## src/rtl/score_display_if.sv

```systemverilog
// score_display_if
// Bundles the score adder handshake and the renderer/ROM signals of the
// score overlay block. The clock and the reset stay plain module ports.
//   master : game logic / sync generator / digit ROM side (the bench)
//   slave  : the score_display block itself
// Signals:
//   add_req, add_val, score_clr         -> score update requests
//   busy, add_ack, ovf, score           <- adder status and current BCD score
//   hpos, vpos, display_on              -> beam position from the sync generator
//   digit, yofs                         <- digit ROM address
//   bits                                -> digit ROM row data (bit4 = leftmost)
//   gfx                                 <- score pixel for the colour mixer
interface score_display_if;
  logic        add_req;
  logic [3:0]  add_val;
  logic        score_clr;
  logic        busy;
  logic        add_ack;
  logic        ovf;
  logic [15:0] score;
  logic [8:0]  hpos;
  logic [8:0]  vpos;
  logic        display_on;
  logic [3:0]  digit;
  logic [2:0]  yofs;
  logic [4:0]  bits;
  logic        gfx;

  modport master (
    output add_req, add_val, score_clr, hpos, vpos, display_on, bits,
    input  busy, add_ack, ovf, score, digit, yofs, gfx
  );

  modport slave (
    input  add_req, add_val, score_clr, hpos, vpos, display_on, bits,
    output busy, add_ack, ovf, score, digit, yofs, gfx
  );
endinterface

```

## src/rtl/score_display.sv

```systemverilog
// score_display
// Four-digit BCD score counter with a 5x5 bitmap score overlay renderer.
// The adder ripples the BCD carry one digit per cycle through four fixed
// states, so every add takes the same time. The renderer maps the beam
// position onto a {digit, yofs} ROM address and turns the returned ROM row
// into a one-bit pixel two cycles after the position was presented.
// Ports:
//   clk   : pixel clock
//   reset : asynchronous, active-low; clears all state
//   bus   : score_display_if.slave (adder handshake + renderer/ROM signals)
// Parameters:
//   X0, Y0 : left / top edge of the score field in beam coordinates
module score_display #(
  parameter int X0 = 16,
  parameter int Y0 = 8
) (
  input  logic            clk,
  input  logic            reset,
  score_display_if.slave  bus
);

  localparam logic [8:0] X0_V = 9'(X0);
  localparam logic [8:0] Y0_V = 9'(Y0);

  typedef enum logic [2:0] {
    IDLE = 3'd0,
    ADD0 = 3'd1,
    ADD1 = 3'd2,
    ADD2 = 3'd3,
    ADD3 = 3'd4
  } state_t;

  // One BCD digit step: returns {carry_out, digit_out} for a + b, a <= 9, b <= 9.
  function automatic logic [4:0] bcd_add(input logic [3:0] a, input logic [3:0] b);
    logic [4:0] s;
    logic [4:0] res;
    s = {1'b0, a} + {1'b0, b};
    if (s > 5'd9) begin
      res = {1'b1, 4'(s - 5'd10)};
    end else begin
      res = {1'b0, s[3:0]};
    end
    return res;
  endfunction

  // Out-of-range add amounts saturate at a single decimal digit.
  function automatic logic [3:0] clamp_bcd(input logic [3:0] v);
    logic [3:0] res;
    if (v > 4'd9) begin
      res = 4'd9;
    end else begin
      res = v;
    end
    return res;
  endfunction

  // ---------------------------------------------------------------------------
  // Adder FSM
  // ---------------------------------------------------------------------------
  state_t      state_q, state_d;
  logic [15:0] score_q, score_d;
  logic [3:0]  addend_q, addend_d;
  logic        carry_q, carry_d;
  logic        busy_q, busy_d;
  logic        ack_q, ack_d;
  logic        ovf_q, ovf_d;
  logic [4:0]  step_s;

  // Next-state and datapath for the BCD ripple adder; clear overrides everything.
  always_comb begin
    state_d  = state_q;
    score_d  = score_q;
    addend_d = addend_q;
    carry_d  = carry_q;
    busy_d   = busy_q;
    ack_d    = 1'b0;
    ovf_d    = 1'b0;
    step_s   = 5'd0;
    if (bus.score_clr) begin
      // An aborted add produces neither ack nor ovf.
      state_d = IDLE;
      score_d = 16'h0000;
      carry_d = 1'b0;
      busy_d  = 1'b0;
    end else begin
      case (state_q)
        IDLE: begin
          if (bus.add_req) begin
            addend_d = clamp_bcd(bus.add_val);
            carry_d  = 1'b0;
            state_d  = ADD0;
            busy_d   = 1'b1;
          end else begin
            busy_d = 1'b0;
          end
        end
        ADD0: begin
          // The addend only enters the units digit.
          step_s        = bcd_add(score_q[3:0], addend_q);
          score_d[3:0]  = step_s[3:0];
          carry_d       = step_s[4];
          state_d       = ADD1;
        end
        ADD1: begin
          step_s        = bcd_add(score_q[7:4], {3'b000, carry_q});
          score_d[7:4]  = step_s[3:0];
          carry_d       = step_s[4];
          state_d       = ADD2;
        end
        ADD2: begin
          step_s        = bcd_add(score_q[11:8], {3'b000, carry_q});
          score_d[11:8] = step_s[3:0];
          carry_d       = step_s[4];
          state_d       = ADD3;
        end
        ADD3: begin
          // A carry out of the thousands digit means the score wrapped.
          step_s         = bcd_add(score_q[15:12], {3'b000, carry_q});
          score_d[15:12] = step_s[3:0];
          carry_d        = step_s[4];
          ovf_d          = step_s[4];
          ack_d          = 1'b1;
          busy_d         = 1'b0;
          state_d        = IDLE;
        end
        default: begin
          state_d = IDLE;
          busy_d  = 1'b0;
        end
      endcase
    end
  end

  // Adder FSM state, score digits and registered status outputs.
  always_ff @(posedge clk or negedge reset) begin
    if (!reset) begin
      state_q  <= IDLE;
      score_q  <= 16'h0000;
      addend_q <= 4'd0;
      carry_q  <= 1'b0;
      busy_q   <= 1'b0;
      ack_q    <= 1'b0;
      ovf_q    <= 1'b0;
    end else begin
      state_q  <= state_d;
      score_q  <= score_d;
      addend_q <= addend_d;
      carry_q  <= carry_d;
      busy_q   <= busy_d;
      ack_q    <= ack_d;
      ovf_q    <= ovf_d;
    end
  end

  assign bus.busy    = busy_q;
  assign bus.add_ack = ack_q;
  assign bus.ovf     = ovf_q;
  assign bus.score   = score_q;

  // ---------------------------------------------------------------------------
  // Renderer
  // ---------------------------------------------------------------------------
  logic [8:0] rx_s, ry_s;
  logic       in_field_s;
  logic [3:0] slot_digit_s;
  logic [3:0] digit_q, digit_d;
  logic [2:0] yofs_q, yofs_d;
  logic [2:0] xofs_q, xofs_d;
  logic       valid_q, valid_d;
  logic       pix_s;
  logic       gfx_q, gfx_d;

  // Beam position to field-relative coordinates; positions left of / above the
  // field wrap to large values and fall outside the range checks.
  always_comb begin
    rx_s       = bus.hpos - X0_V;
    ry_s       = bus.vpos - Y0_V;
    // Columns 5..7 of each 16-pixel slot form the gap between digits.
    in_field_s = bus.display_on && (rx_s < 9'd64) && (ry_s < 9'd10) && (rx_s[3:1] < 3'd5);
  end

  // Slot 0 is the leftmost (most significant) digit.
  always_comb begin
    case (rx_s[5:4])
      2'd0:    slot_digit_s = score_q[15:12];
      2'd1:    slot_digit_s = score_q[11:8];
      2'd2:    slot_digit_s = score_q[7:4];
      2'd3:    slot_digit_s = score_q[3:0];
      default: slot_digit_s = 4'hF;
    endcase
  end

  // Stage-1 inputs: ROM address plus column, forced to a blank address off-field.
  always_comb begin
    if (in_field_s) begin
      digit_d = slot_digit_s;
      yofs_d  = ry_s[3:1];
      xofs_d  = rx_s[3:1];
      valid_d = 1'b1;
    end else begin
      digit_d = 4'hF;
      yofs_d  = 3'd0;
      xofs_d  = 3'd0;
      valid_d = 1'b0;
    end
  end

  // Pick the ROM column; bit4 of the row is the leftmost cell.
  always_comb begin
    case (xofs_q)
      3'd0:    pix_s = bus.bits[4];
      3'd1:    pix_s = bus.bits[3];
      3'd2:    pix_s = bus.bits[2];
      3'd3:    pix_s = bus.bits[1];
      3'd4:    pix_s = bus.bits[0];
      default: pix_s = 1'b0;
    endcase
    gfx_d = valid_q & pix_s;
  end

  // Two-stage pixel pipeline: ROM address stage, then pixel stage.
  always_ff @(posedge clk or negedge reset) begin
    if (!reset) begin
      digit_q <= 4'hF;
      yofs_q  <= 3'd0;
      xofs_q  <= 3'd0;
      valid_q <= 1'b0;
      gfx_q   <= 1'b0;
    end else begin
      digit_q <= digit_d;
      yofs_q  <= yofs_d;
      xofs_q  <= xofs_d;
      valid_q <= valid_d;
      gfx_q   <= gfx_d;
    end
  end

  assign bus.digit = digit_q;
  assign bus.yofs  = yofs_q;
  assign bus.gfx   = gfx_q;

endmodule

```

## src/flat_wrapper.sv

```systemverilog
// flat-port wrapper written by rule: the top's interface ports become plain ports
module score_display_flat 
#(
  parameter int X0 = 16,
  parameter int Y0 = 8
)
  (clk, reset, bus_add_req, bus_add_val, bus_score_clr, bus_hpos, bus_vpos, bus_display_on, bus_bits, bus_busy, bus_add_ack, bus_ovf, bus_score, bus_digit, bus_yofs, bus_gfx);
  score_display_if bus_i ();
  input  logic clk;
  input  logic reset;
  input wire logic [$bits(bus_i.add_req)-1:0] bus_add_req;
  input wire logic [$bits(bus_i.add_val)-1:0] bus_add_val;
  input wire logic [$bits(bus_i.score_clr)-1:0] bus_score_clr;
  input wire logic [$bits(bus_i.hpos)-1:0] bus_hpos;
  input wire logic [$bits(bus_i.vpos)-1:0] bus_vpos;
  input wire logic [$bits(bus_i.display_on)-1:0] bus_display_on;
  input wire logic [$bits(bus_i.bits)-1:0] bus_bits;
  output wire logic [$bits(bus_i.busy)-1:0] bus_busy;
  output wire logic [$bits(bus_i.add_ack)-1:0] bus_add_ack;
  output wire logic [$bits(bus_i.ovf)-1:0] bus_ovf;
  output wire logic [$bits(bus_i.score)-1:0] bus_score;
  output wire logic [$bits(bus_i.digit)-1:0] bus_digit;
  output wire logic [$bits(bus_i.yofs)-1:0] bus_yofs;
  output wire logic [$bits(bus_i.gfx)-1:0] bus_gfx;
  assign bus_i.add_req = bus_add_req;
  assign bus_i.add_val = bus_add_val;
  assign bus_i.score_clr = bus_score_clr;
  assign bus_i.hpos = bus_hpos;
  assign bus_i.vpos = bus_vpos;
  assign bus_i.display_on = bus_display_on;
  assign bus_i.bits = bus_bits;
  assign bus_busy = bus_i.busy;
  assign bus_add_ack = bus_i.add_ack;
  assign bus_ovf = bus_i.ovf;
  assign bus_score = bus_i.score;
  assign bus_digit = bus_i.digit;
  assign bus_yofs = bus_i.yofs;
  assign bus_gfx = bus_i.gfx;
  score_display #(.X0(X0), .Y0(Y0)) u_core (.clk(clk), .reset(reset), .bus(bus_i));
endmodule
```

## config.mk

```make
export PLATFORM = sky130hd
export DESIGN_NAME = score_display_flat
export DESIGN_NICKNAME = d
export VERILOG_FILES = /design/src/rtl/score_display_if.sv /design/src/rtl/score_display.sv /design/src/flat_wrapper.sv
export SDC_FILE = /design/constraint.sdc
export NUM_CORES = 1
export LEC_CHECK = 0
export ABC_AREA = 1
export BUFFER_PORTS_ARGS = -buffer_cell sky130_fd_sc_hd__buf_4
export CORE_ASPECT_RATIO = 0.8
export CORE_MARGIN = 2
export CORE_UTILIZATION = 49
export DETAILED_ROUTE_END_ITERATION = 8
export GPL_TIMING_DRIVEN = 0
export PLACE_DENSITY = 0.77
export SLEW_MARGIN = 20
export SYNTH_ARGS = -nofsm -noshare
export SYNTH_HDL_FRONTEND = slang
export SYNTH_SLANG_ARGS = --single-unit
```

## constraint.sdc

```tcl
create_clock -name clk -period 2.1 [get_ports clk]
set_input_delay 0.315 -clock clk [delete_from_list [all_inputs] [get_ports clk]]
set_output_delay 0.315 -clock clk [all_outputs]
set_load 0.01 [all_outputs]
```

==> flow_summary.yaml <==
sta:
  holdWs_ps: -18.3
  grt_setup_unrepaired: "true"
  worst_slew_pin_slew_ps: 483
  clock_skew_ps: 4.71
  finalHoldViolCount: 20
  period_minus_slack_ps: 2070
  fmax_mhz: 483
  slew_headroom_pct: 67.8
  finalCritPeriodShare_pct: 98.6
  drv_slew: 0
  final-setup-viol-count: 0
  fin_tns_setup_ps: 0
detailed_routing:
  viasPerCell: 5.05
  drc: 0
  routed.top_layer: "met4"
  via_count: 2286
  drt_wl_total_um: 5610
  met1_length_um: 2420
  wl_met2_um: 2840
  wl_met3_um: 329
  drt-pass1-iter-count: 4
  drtIter0Drc: 149
  wl_per_cell_um: 12.4
  drtAntennaViolNets: 0
final_layout:
  fin_util_pct: 65.3
  fin_nets: 439
  seqCellArea_sq_um: 982
  n_fill_cell: 424
  layout-drive-gt1-share_pct: 29.4
  final_area_sq_mm: 0.00323
  area_growth_syn_to_layout_pct: 30.1
  multi_input_area_sq_mm: 0.00130
  diodes: 0
  mostFrequentLayoutCells: "nand2_1 (66), inv_1 (65), buf_4 (64)"
  final_common_cell: "nand2_1"
floorplanning:
  num_rows: 23
  initial_core_util_pct: 50.2
  dieArea_sq_mm: 0.00566
  die_h_um: 67.7
  io_pins: 59
  coreArea_sq_mm: 0.00495
  fp.dieW_um: 83.6
clock_network:
  cts_root_buf: "clkbuf_8"
  cts_sinks: 39
  clk_latency_ps: 280
  cts_made_buffers: 5
  clockBufferDepth: 2
  cts_htree_levels: 2
  cts_tree: "yes"
  clk_pin_slew_worst_paths_ps: 80
  postCtsHoldBufs: 0
yosys:
  yosys_warnings: 0
  synth_nets: 368
  ys_seq_elements: 39
  syn_inst: 319
  netlist_top_cells_area: "dfrtp_1 (35%), nand2_1 (11%), inv_1 (10%)"
  synth_top_area_cell: "dfrtp_1"
  netlist_area_sq_mm: 0.00248
  synth_top_area_share_pct: 35.2
  synth_seq_area_share_pct: 39.5
  avgSynthCellArea_sq_um: 7.79
  netlist-cell-type-count: 38
global_routing:
  gr-total-overflow: 0
  grt_pass1_wl_um: 8980
  grt_usage_pct: 19.9
  grt_max_degree: 40
  antenna_found_initial: 0
  grt_pass1_vias: 2109
critical_path:
  crit_type: "reg2reg"
  critPathCaptureType: "flip-flop"
  crit_fanout: 4
  reg2reg_slack_ps: 30
  arrival_ps: 2240
  cp-start-kind: "flip-flop"
  critPathRequiredTime_ps: 2270
status:
  violations: "hold timing"
  status: "finished with violations"
min_path:
  hp-class: "in2async"
placement:
  detailed_place.area_sq_mm: 0.00298
  gp_congestion: 0.871
  dp_hpwl_um: 4260
  io_buffers: 55
power_and_ir_drop:
  p_leak_nw: 1.71
  cellPowerDensity_mw_per_mm2: 736
  vdd.ir_drop.worst_mv: 0.482
run:
  max_cap_viol_count: 0
[cells in the mapped netlist, drive strengths merged]
cell and number:
o21a 2, buf 1, nand3b 1, o22ai 14
nor2 28, dfstp 4, xnor2 3, o21bai 1
xor2 6, nand2 79, o21ai 11, dfrtp 35
and2 1, a22o 2, o31ai 1, ha 16
nand4 4, o211ai 2, a311oi 1, inv 70
nor4 1, fa 1, a21boi 1, o32ai 1
a21oi 6, nand3 23, nor3 4
[cell type report]
class | instances | area share, %
Clock buffer | 6 | 2.55
Sequential cell | 39 | 30.4
Inverter | 70 | 8.13
Clock inverter | 2 | 1.08
Multi-Input combinational cell | 209 | 40.2
Tap cell | 62 | 2.40
Timing Repair Buffer | 64 | 14.9
Buffer | 1 | 0.348
[cells by family (layout without fill, tap and decap cells)]
family                     count (synthesis)  count (layout)  synth area share (%)
and+or+nand+nor                          141             141                  26.5
buffers and inverters                     71             143                  11.0
AOI/OAI and AO/OA                         42              42                  10.6
DFF                                       39              39                  39.5
adders and majority gates                 17              17                  8.86
xor gates and xnor gates                   9               9                  3.47
[through the flow]
| step | hold WS, ps | power (mW) | setup WS [ps] | cells |
|---|---|---|---|---|
| after floorplan | 19.4 | 1.31 | 30.6 | 319 |
| after global placement | 310 | 1.49 | -64.0 | 436 |
| after detailed placement | 314 | 1.51 | -82.0 | 436 |
| after CTS | 5.41 | 2.24 | 7.78 | 448 |
| after global routing | 13.1 | 2.54 | -78.4 | 453 |
| final | -18.3 | 2.38 | 29.6 | 453 |
[state kept, by name, summed over array words and instances (netlist names)]
name	flops
u_core.state_q	3
u_core.xofs_q	3
u_core.bus.score	16
u_core.carry_q	1
u_core.bus.add_ack	1
u_core.bus.gfx	1
u_core.bus.digit	4
u_core.bus.ovf	1
u_core.bus.yofs	3
u_core.bus.busy	1
u_core.valid_q	1
u_core.addend_q	4
[worst max-delay path: stages, from the launching register on]
cell and delay, ps:
dfrtp_1 400, ha_2 210, fa_2 350, inv_2 60, nand2_2 40, nand2_2 80, ha_4 140, nand2_2 40
a21boi_2 150, nand2_2 90, nand2_4 70, nand2_1 70, nand2_1 50, o21bai_1 130, nand2_1 70
[metal layers]
layer / vias to the layer above / global-route usage [%]
met5: - / 0
met4: 0 / 3.23
met3: 4 / 4.89
met2: 63 / 36.3
met1: 1058 / 24.7
li1: 1161 / -
[power by group]
group | internal (mW) | leakage [nW] | total (mW) | switching [mW]
combinational | 0.416 | 1.13 | 0.871 | 0.456
clock | 0.384 | 0.0612 | 0.644 | 0.259
sequential | 0.805 | 0.518 | 0.863 | 0.0587
[worst paths after layout]
path / startpoint / end / cells after the start
hold reg to reg: u_core.valid_q$_DFF_PN0_ / u_core.bus.gfx$_DFF_PN0_ / 2
hold / removal: reset / u_core.bus.ovf$_DFF_PN0_ / 1
setup reg to reg: u_core.addend_q[0]$_DFFE_PN0P_ / u_core.carry_q$_DFFE_PN0P_ / 14
min in group clk: bus_vpos[3] / u_core.bus.yofs[2]$_DFF_PN0_ / 2
setup / recovery: u_core.addend_q[0]$_DFFE_PN0P_ / u_core.carry_q$_DFFE_PN0P_ / 14
max in group asynchronous: reset / u_core.carry_q$_DFFE_PN0P_ / 1
[repair_timing]
| item | in CTS | in global routing |
|---|---|---|
| endpoints found under the setup margin | 5 | 10 |
| resized for setup | 5 | 19 |
| pin swaps | 1 | 9 |
| buffers inserted | 4 | 5 |
No activity file was read; power rests on OpenSTA's default activity.
